$ cat config.mk
export PLATFORM = sky130hd
export DESIGN_NAME = hazard_ctrl
export DESIGN_NICKNAME = d
export VERILOG_FILES = /design/src/rtl/hazard_ctrl_pkg.sv /design/src/rtl/hazard_ctrl_event_counter.sv /design/src/rtl/hazard_ctrl.sv
export SDC_FILE = /design/constraint.sdc
export NUM_CORES = 1
export LEC_CHECK = 0
export ABC_AREA = 1
export CAP_MARGIN = 15
export CORE_AREA = 2 2 148 150
export DETAILED_ROUTE_END_ITERATION = 10
export DIE_AREA = 0 0 150 152
export DONT_BUFFER_PORTS = 1
export HOLD_SLACK_MARGIN = 0.02
export PLACE_DENSITY_LB_ADDON = 0.2
export SLEW_MARGIN = 0
export SYNTH_ARGS = -nofsm -noshare
export SYNTH_HDL_FRONTEND = slang
export SYNTH_SLANG_ARGS = --single-unit
$ cat constraint.sdc
create_clock -name clk -period 4.3 [get_ports clk]
set_input_delay 0.645 -clock clk [delete_from_list [all_inputs] [get_ports clk]]
set_output_delay 0.645 -clock clk [all_outputs]
set_load 0.01 [all_outputs]
$ cat src/rtl/hazard_ctrl_pkg.sv
// rtl/hazard_ctrl_pkg.sv - shared constants and types for the pipeline hazard controller
package hazard_ctrl_pkg;

  // Default datapath / PC width.
  localparam int unsigned HC_WORD = 32;

  // Controller state encoding.
  localparam int unsigned HC_ST_W     = 2;
  localparam logic [1:0]  ST_RUN      = 2'd0;
  localparam logic [1:0]  ST_BUBBLE   = 2'd1;
  localparam logic [1:0]  ST_MEM_WAIT = 2'd2;

  // Per-stage pipeline register controls, in output-port order.
  typedef struct packed {
    logic stall_pc;
    logic stall_if_id;
    logic stall_id_ex;
    logic stall_ex_mem;
    logic flush_if_id;
    logic flush_id_ex;
    logic flush_mem_wb;
  } hc_ctrl_t;

  // D-Cache freeze: hold everything up to EX/MEM and drop a bubble into MEM/WB.
  localparam hc_ctrl_t CTRL_NONE   = '0;
  localparam hc_ctrl_t CTRL_BUSY   = '{stall_pc: 1'b1, stall_if_id: 1'b1, stall_id_ex: 1'b1,
                                       stall_ex_mem: 1'b1, flush_if_id: 1'b0, flush_id_ex: 1'b0,
                                       flush_mem_wb: 1'b1};
  // Taken branch: squash the two younger instructions, nothing is held.
  localparam hc_ctrl_t CTRL_REDIR  = '{stall_pc: 1'b0, stall_if_id: 1'b0, stall_id_ex: 1'b0,
                                       stall_ex_mem: 1'b0, flush_if_id: 1'b1, flush_id_ex: 1'b1,
                                       flush_mem_wb: 1'b0};
  // Load-use bubble: hold fetch/decode, inject a NOP into ID/EX.
  localparam hc_ctrl_t CTRL_BUBBLE = '{stall_pc: 1'b1, stall_if_id: 1'b1, stall_id_ex: 1'b0,
                                       stall_ex_mem: 1'b0, flush_if_id: 1'b0, flush_id_ex: 1'b1,
                                       flush_mem_wb: 1'b0};

endpackage

$ cat src/rtl/hazard_ctrl_event_counter.sv
// rtl/hazard_ctrl_event_counter.sv - saturating debug event counter with enable
module hc_event_counter #(
  parameter int unsigned CNT_W = 32
) (
  input  logic             clk,
  input  logic             rst,
  input  logic             en,
  output logic [CNT_W-1:0] count
);

  logic [CNT_W-1:0] count_q, count_d;

  // Count enabled cycles, sticking at all-ones instead of wrapping.
  always_comb begin
    count_d = count_q;
    if (en && (count_q != {CNT_W{1'b1}})) begin
      count_d = count_q + CNT_W'(1);
    end
  end

  // Counter register.
  always_ff @(posedge clk or posedge rst) begin
    if (rst) begin
      count_q <= '0;
    end else begin
      count_q <= count_d;
    end
  end

  assign count = count_q;

endmodule

$ cat src/rtl/hazard_ctrl.sv
// rtl/hazard_ctrl.sv - pipeline stall/flush/redirect controller
module hazard_ctrl
  import hazard_ctrl_pkg::*;
#(
  parameter int unsigned WORD             = HC_WORD,
  parameter int unsigned LOAD_USE_BUBBLES = 1,
  parameter int unsigned CNT_W            = 32
) (
  input  logic             clk,
  input  logic             rst,
  input  logic             HC_dcache_busy,
  input  logic             HC_ex_branch_taken,
  input  logic [WORD-1:0]  HC_ex_branch_target,
  input  logic             HC_id_load_use,
  output logic             HC_stall_PC,
  output logic             HC_stall_IF_ID,
  output logic             HC_stall_ID_EX,
  output logic             HC_stall_EX_MEM,
  output logic             HC_flush_IF_ID,
  output logic             HC_flush_ID_EX,
  output logic             HC_flush_MEM_WB,
  output logic             HC_redirect_valid,
  output logic [WORD-1:0]  HC_redirect_PC,
  output logic [CNT_W-1:0] HC_stall_cycles,
  output logic [CNT_W-1:0] HC_flush_count
);

  // Bubbles still owed after the first one that a fresh hazard inserts.
  localparam logic [2:0] FIRST_REMAIN = 3'(LOAD_USE_BUBBLES - 1);

  logic [HC_ST_W-1:0] state_q, state_d;
  logic               pend_valid_q, pend_valid_d;
  logic [WORD-1:0]    pend_pc_q, pend_pc_d;
  logic [2:0]         bub_cnt_q, bub_cnt_d;
  logic               saved_bubble_q, saved_bubble_d;

  hc_ctrl_t           ctrl;
  logic               redirect;
  logic [WORD-1:0]    redirect_pc;
  logic               bubble_hit;

  // Priority decode busy > redirect > load-use, plus next-state for all registers.
  always_comb begin
    state_d        = state_q;
    pend_valid_d   = pend_valid_q;
    pend_pc_d      = pend_pc_q;
    bub_cnt_d      = bub_cnt_q;
    saved_bubble_d = saved_bubble_q;
    ctrl           = CTRL_NONE;
    redirect       = 1'b0;
    redirect_pc    = '0;
    bubble_hit     = ((state_q == ST_RUN) && HC_id_load_use) ||
                     (state_q == ST_BUBBLE) ||
                     ((state_q == ST_MEM_WAIT) && saved_bubble_q);

    if (HC_dcache_busy) begin
      // Freeze: remember an interrupted bubble sequence and latch the first
      // branch target, since ID/EX would ignore a flush while stalled.
      ctrl           = CTRL_BUSY;
      state_d        = ST_MEM_WAIT;
      saved_bubble_d = saved_bubble_q || (state_q == ST_BUBBLE);
      if (HC_ex_branch_taken && !pend_valid_q) begin
        pend_valid_d = 1'b1;
        pend_pc_d    = HC_ex_branch_target;
      end
    end else if (pend_valid_q || HC_ex_branch_taken) begin
      // Redirect squashes the dependent instruction, so owed bubbles are dropped.
      ctrl           = CTRL_REDIR;
      redirect       = 1'b1;
      redirect_pc    = pend_valid_q ? pend_pc_q : HC_ex_branch_target;
      pend_valid_d   = 1'b0;
      bub_cnt_d      = '0;
      saved_bubble_d = 1'b0;
      state_d        = ST_RUN;
    end else if (bubble_hit) begin
      ctrl           = CTRL_BUBBLE;
      saved_bubble_d = 1'b0;
      if (state_q == ST_RUN) begin
        bub_cnt_d = FIRST_REMAIN;
        state_d   = (FIRST_REMAIN == 3'd0) ? ST_RUN : ST_BUBBLE;
      end else begin
        bub_cnt_d = bub_cnt_q - 3'd1;
        state_d   = (bub_cnt_q == 3'd1) ? ST_RUN : ST_BUBBLE;
      end
    end else begin
      state_d = ST_RUN;
    end
  end

  // Controller state registers.
  always_ff @(posedge clk or posedge rst) begin
    if (rst) begin
      state_q        <= ST_RUN;
      pend_valid_q   <= 1'b0;
      pend_pc_q      <= '0;
      bub_cnt_q      <= '0;
      saved_bubble_q <= 1'b0;
    end else begin
      state_q        <= state_d;
      pend_valid_q   <= pend_valid_d;
      pend_pc_q      <= pend_pc_d;
      bub_cnt_q      <= bub_cnt_d;
      saved_bubble_q <= saved_bubble_d;
    end
  end

  // Outputs are combinational and forced quiet while reset is asserted.
  always_comb begin
    HC_stall_PC       = !rst && ctrl.stall_pc;
    HC_stall_IF_ID    = !rst && ctrl.stall_if_id;
    HC_stall_ID_EX    = !rst && ctrl.stall_id_ex;
    HC_stall_EX_MEM   = !rst && ctrl.stall_ex_mem;
    HC_flush_IF_ID    = !rst && ctrl.flush_if_id;
    HC_flush_ID_EX    = !rst && ctrl.flush_id_ex;
    HC_flush_MEM_WB   = !rst && ctrl.flush_mem_wb;
    HC_redirect_valid = !rst && redirect;
    HC_redirect_PC    = rst ? '0 : redirect_pc;
  end

  hc_event_counter #(.CNT_W(CNT_W)) u_stall_cnt (
    .clk   (clk),
    .rst   (rst),
    .en    (HC_dcache_busy),
    .count (HC_stall_cycles)
  );

  hc_event_counter #(.CNT_W(CNT_W)) u_flush_cnt (
    .clk   (clk),
    .rst   (rst),
    .en    (redirect),
    .count (HC_flush_count)
  );

endmodule

==> flow_summary.toml <==
[outcome]
status = "finished clean"

[worst_setup_path]
reg2reg_slack_ns = 1.62
cp_max_fo = 35
crit_path_start_kind = "flop"
cp-end-kind = "output port"
worst-setup-path-type = "reg -> out"
crit_required_ns = 3.65
arrival_ns = 2.24

[finish]
fin_cells = 1148
area_delta_synth_final_pct = 8.40
drive_gt1_share_pct = 8.06
final_cell_mix = "nand2_1, nor2_1, dfrtp_1, inv_1"
num_antenna_cells = 0
layout_commonest_cell = "nand2_1"
final_nets = 906
design_area_um2 = 6830

[cts]
cts_buffer_depth = 2
postCtsResizedCells = 0
cts_buffers = 9
clk_latency_ns = 0.35
cts_tree = "done"
clkTransAtPathRegs_ns = 0.07
cts-root-buf = "clkbuf_16"
post-cts-setup-buffer-count = 0
ctsHoldBuffers = 0
htreeDepth = 3
clock-sinks = 103

[die]
start_util_pct = 29.5
ios = 141
die_w_um = 150
die_height_um = 152
fp.dieArea_um2 = 22800
fp-row-count = 54
coreArea_um2 = 21400

[synthesis]
synth.distinct_cells = 31
synth_area_per_cell_um2 = 7.20
synthTopCellsByArea = "dfrtp_1, nand2_1, nor2_1, mux2_2, a22oi_1"
ys_seq_area_share_pct = 40.9
ys_seq_elements = 103
synthesis.area_um2 = 6300
synth_warnings = 0
yosysTopAreaCell = "dfrtp_1"
synth_nets = 916
synth_top_area_share_pct = 40.9
syn_inst = 875

[routing]
final_antenna_net_count = 0
via_per_inst = 4.61
wire_per_inst_um = 14.7
drt_iter0_drc = 333
route.detailed.drc = 0
vias = 5290
wl_um = 16900
dr.pass1.iters = 6

[placement]
place_area_um2 = 6520
place_congestion = 0.791
hpwl_um = 12400
portBuffers = 0
dp.cells = 1134

[timing]
layout_min_cycle_time_ns = 2.89
fin_worst_skew_ns = 0.0169
setup_viol = 0
fmax_ghz = 0.346
slew_violations = 0
maxSlewHeadroom_pct = 30.1
fin_crit_sh_pct = 67.1
fin_tns_setup_ns = 0
hold_viol_final = 0
rsz0062_at_grt = "no"
worstMarginPinSlew_ns = 1.05

[global_route]
grt_pass1_vias = 5054
grt_pass1_wl_um = 27600
grt_max_degree = 68
grt_use_total_pct = 15.2
overflow = 0
antenna_found_initial = 0

[power_and_ir_drop]
p_per_area_nw_per_um2 = 346
total_power_mw = 2.36
p_leak_nw = 3.02
peakVddDrop_mv = 0.172

[worst_hold_path]
min_path_type = "in -> async"

[flow_run]
max-cap-violations = 0
state kept, by name, summed over array words and instances, names as in the netlist:
signal,flops
bub_cnt_q,3
pend_pc_q,32
pend_valid_q,1
saved_bubble_q,1
state_q,2
u_flush_cnt.count,32
u_stall_cnt.count,32
path summary, 6_finish.rpt:
path	startpoint	endpoint	depth (start not counted)
max	pend_valid_q	HC_redirect_PC[31]	5
min	rst	saved_bubble_q	2
max in group asynchronous	rst	u_flush_cnt.count[1]	3
min in group clk	HC_dcache_busy	state_q[1]	0
max reg2reg	pend_valid_q	pend_pc_q[28]	6
min reg2reg	pend_pc_q[4]	pend_pc_q[4]	1
worst max-delay path: stages (launching register included):
cell,delay (ns)
dfrtp_1,0.36
buf_4,0.24
nor2_2,0.63
buf_4,0.33
a22oi_1,0.09
nor2_1,0.22
cell families (layout without fill, tap and decap cells):
| logic type | count (synthesis) | count (layout) | share of synthesized area (%) |
|---|---|---|---|
| fa+ha+maj | 4 | 4 | 0.795 |
| simple gates | 571 | 571 | 37.0 |
| buf+inv | 86 | 79 | 6.34 |
| compound gates | 53 | 53 | 5.58 |
| xor+xnor | 25 | 25 | 3.48 |
| mux | 33 | 33 | 5.88 |
| flops | 103 | 103 | 40.9 |
metal layers:
layer | vias to the layer above | share of wire, % | GRT usage [%]
li1 | 2737 | - | -
met1 | 2428 | 46 | 20.0
met2 | 112 | 47 | 24.7
met3 | 13 | 6.3 | 3.72
met4 | 0 | 1.3 | 4.22
met5 | - | 0 | 0
power breakdown:
part / switching (mW) / internal [mW] / leakage, nW
sequential: 0.113 / 1.07 / 1.35
clock: 0.374 / 0.506 / 0.144
combinational: 0.175 / 0.129 / 1.52
synth_stat cells, drive strengths merged:
cell type / n
and2: 1
buf: 18
nor3: 6
dfrtp: 103
mux2i: 1
xor2: 16
nand3b: 14
nand2: 370
clkinv: 1
clkbuf: 8
o21ai: 16
inv: 59
nand4: 5
xnor2: 9
nor2: 145
ha: 4
a22oi: 32
a21oi: 4
mux2: 32
o21a: 1
nand3: 30
layout make-up:
class	count	area, um^2
inverters	60	231
clock inverters	5	83.8
fillers	2374	14500
well taps	280	350
clock buffers	9	225
repair buffers	5	37.5
multi-input cells	686	3320
flip-flops and latches	103	2580
per-stage QoR:
step / utilization, % / worst slack (ns) / hold WS [ns]
6_report: 32.0 / 1.41 / 0.327
5_1_grt: 32.0 / 1.21 / 0.304
4_1_cts: 32.0 / 1.40 / 0.310
3_5_place_dp: 30.5 / 1.56 / 0.494
3_3_place_gp: 30.5 / 1.64 / 0.490
2_1_floorplan: - / 0.509 / 0.470
No activity file was read; power rests on OpenSTA's default activity.
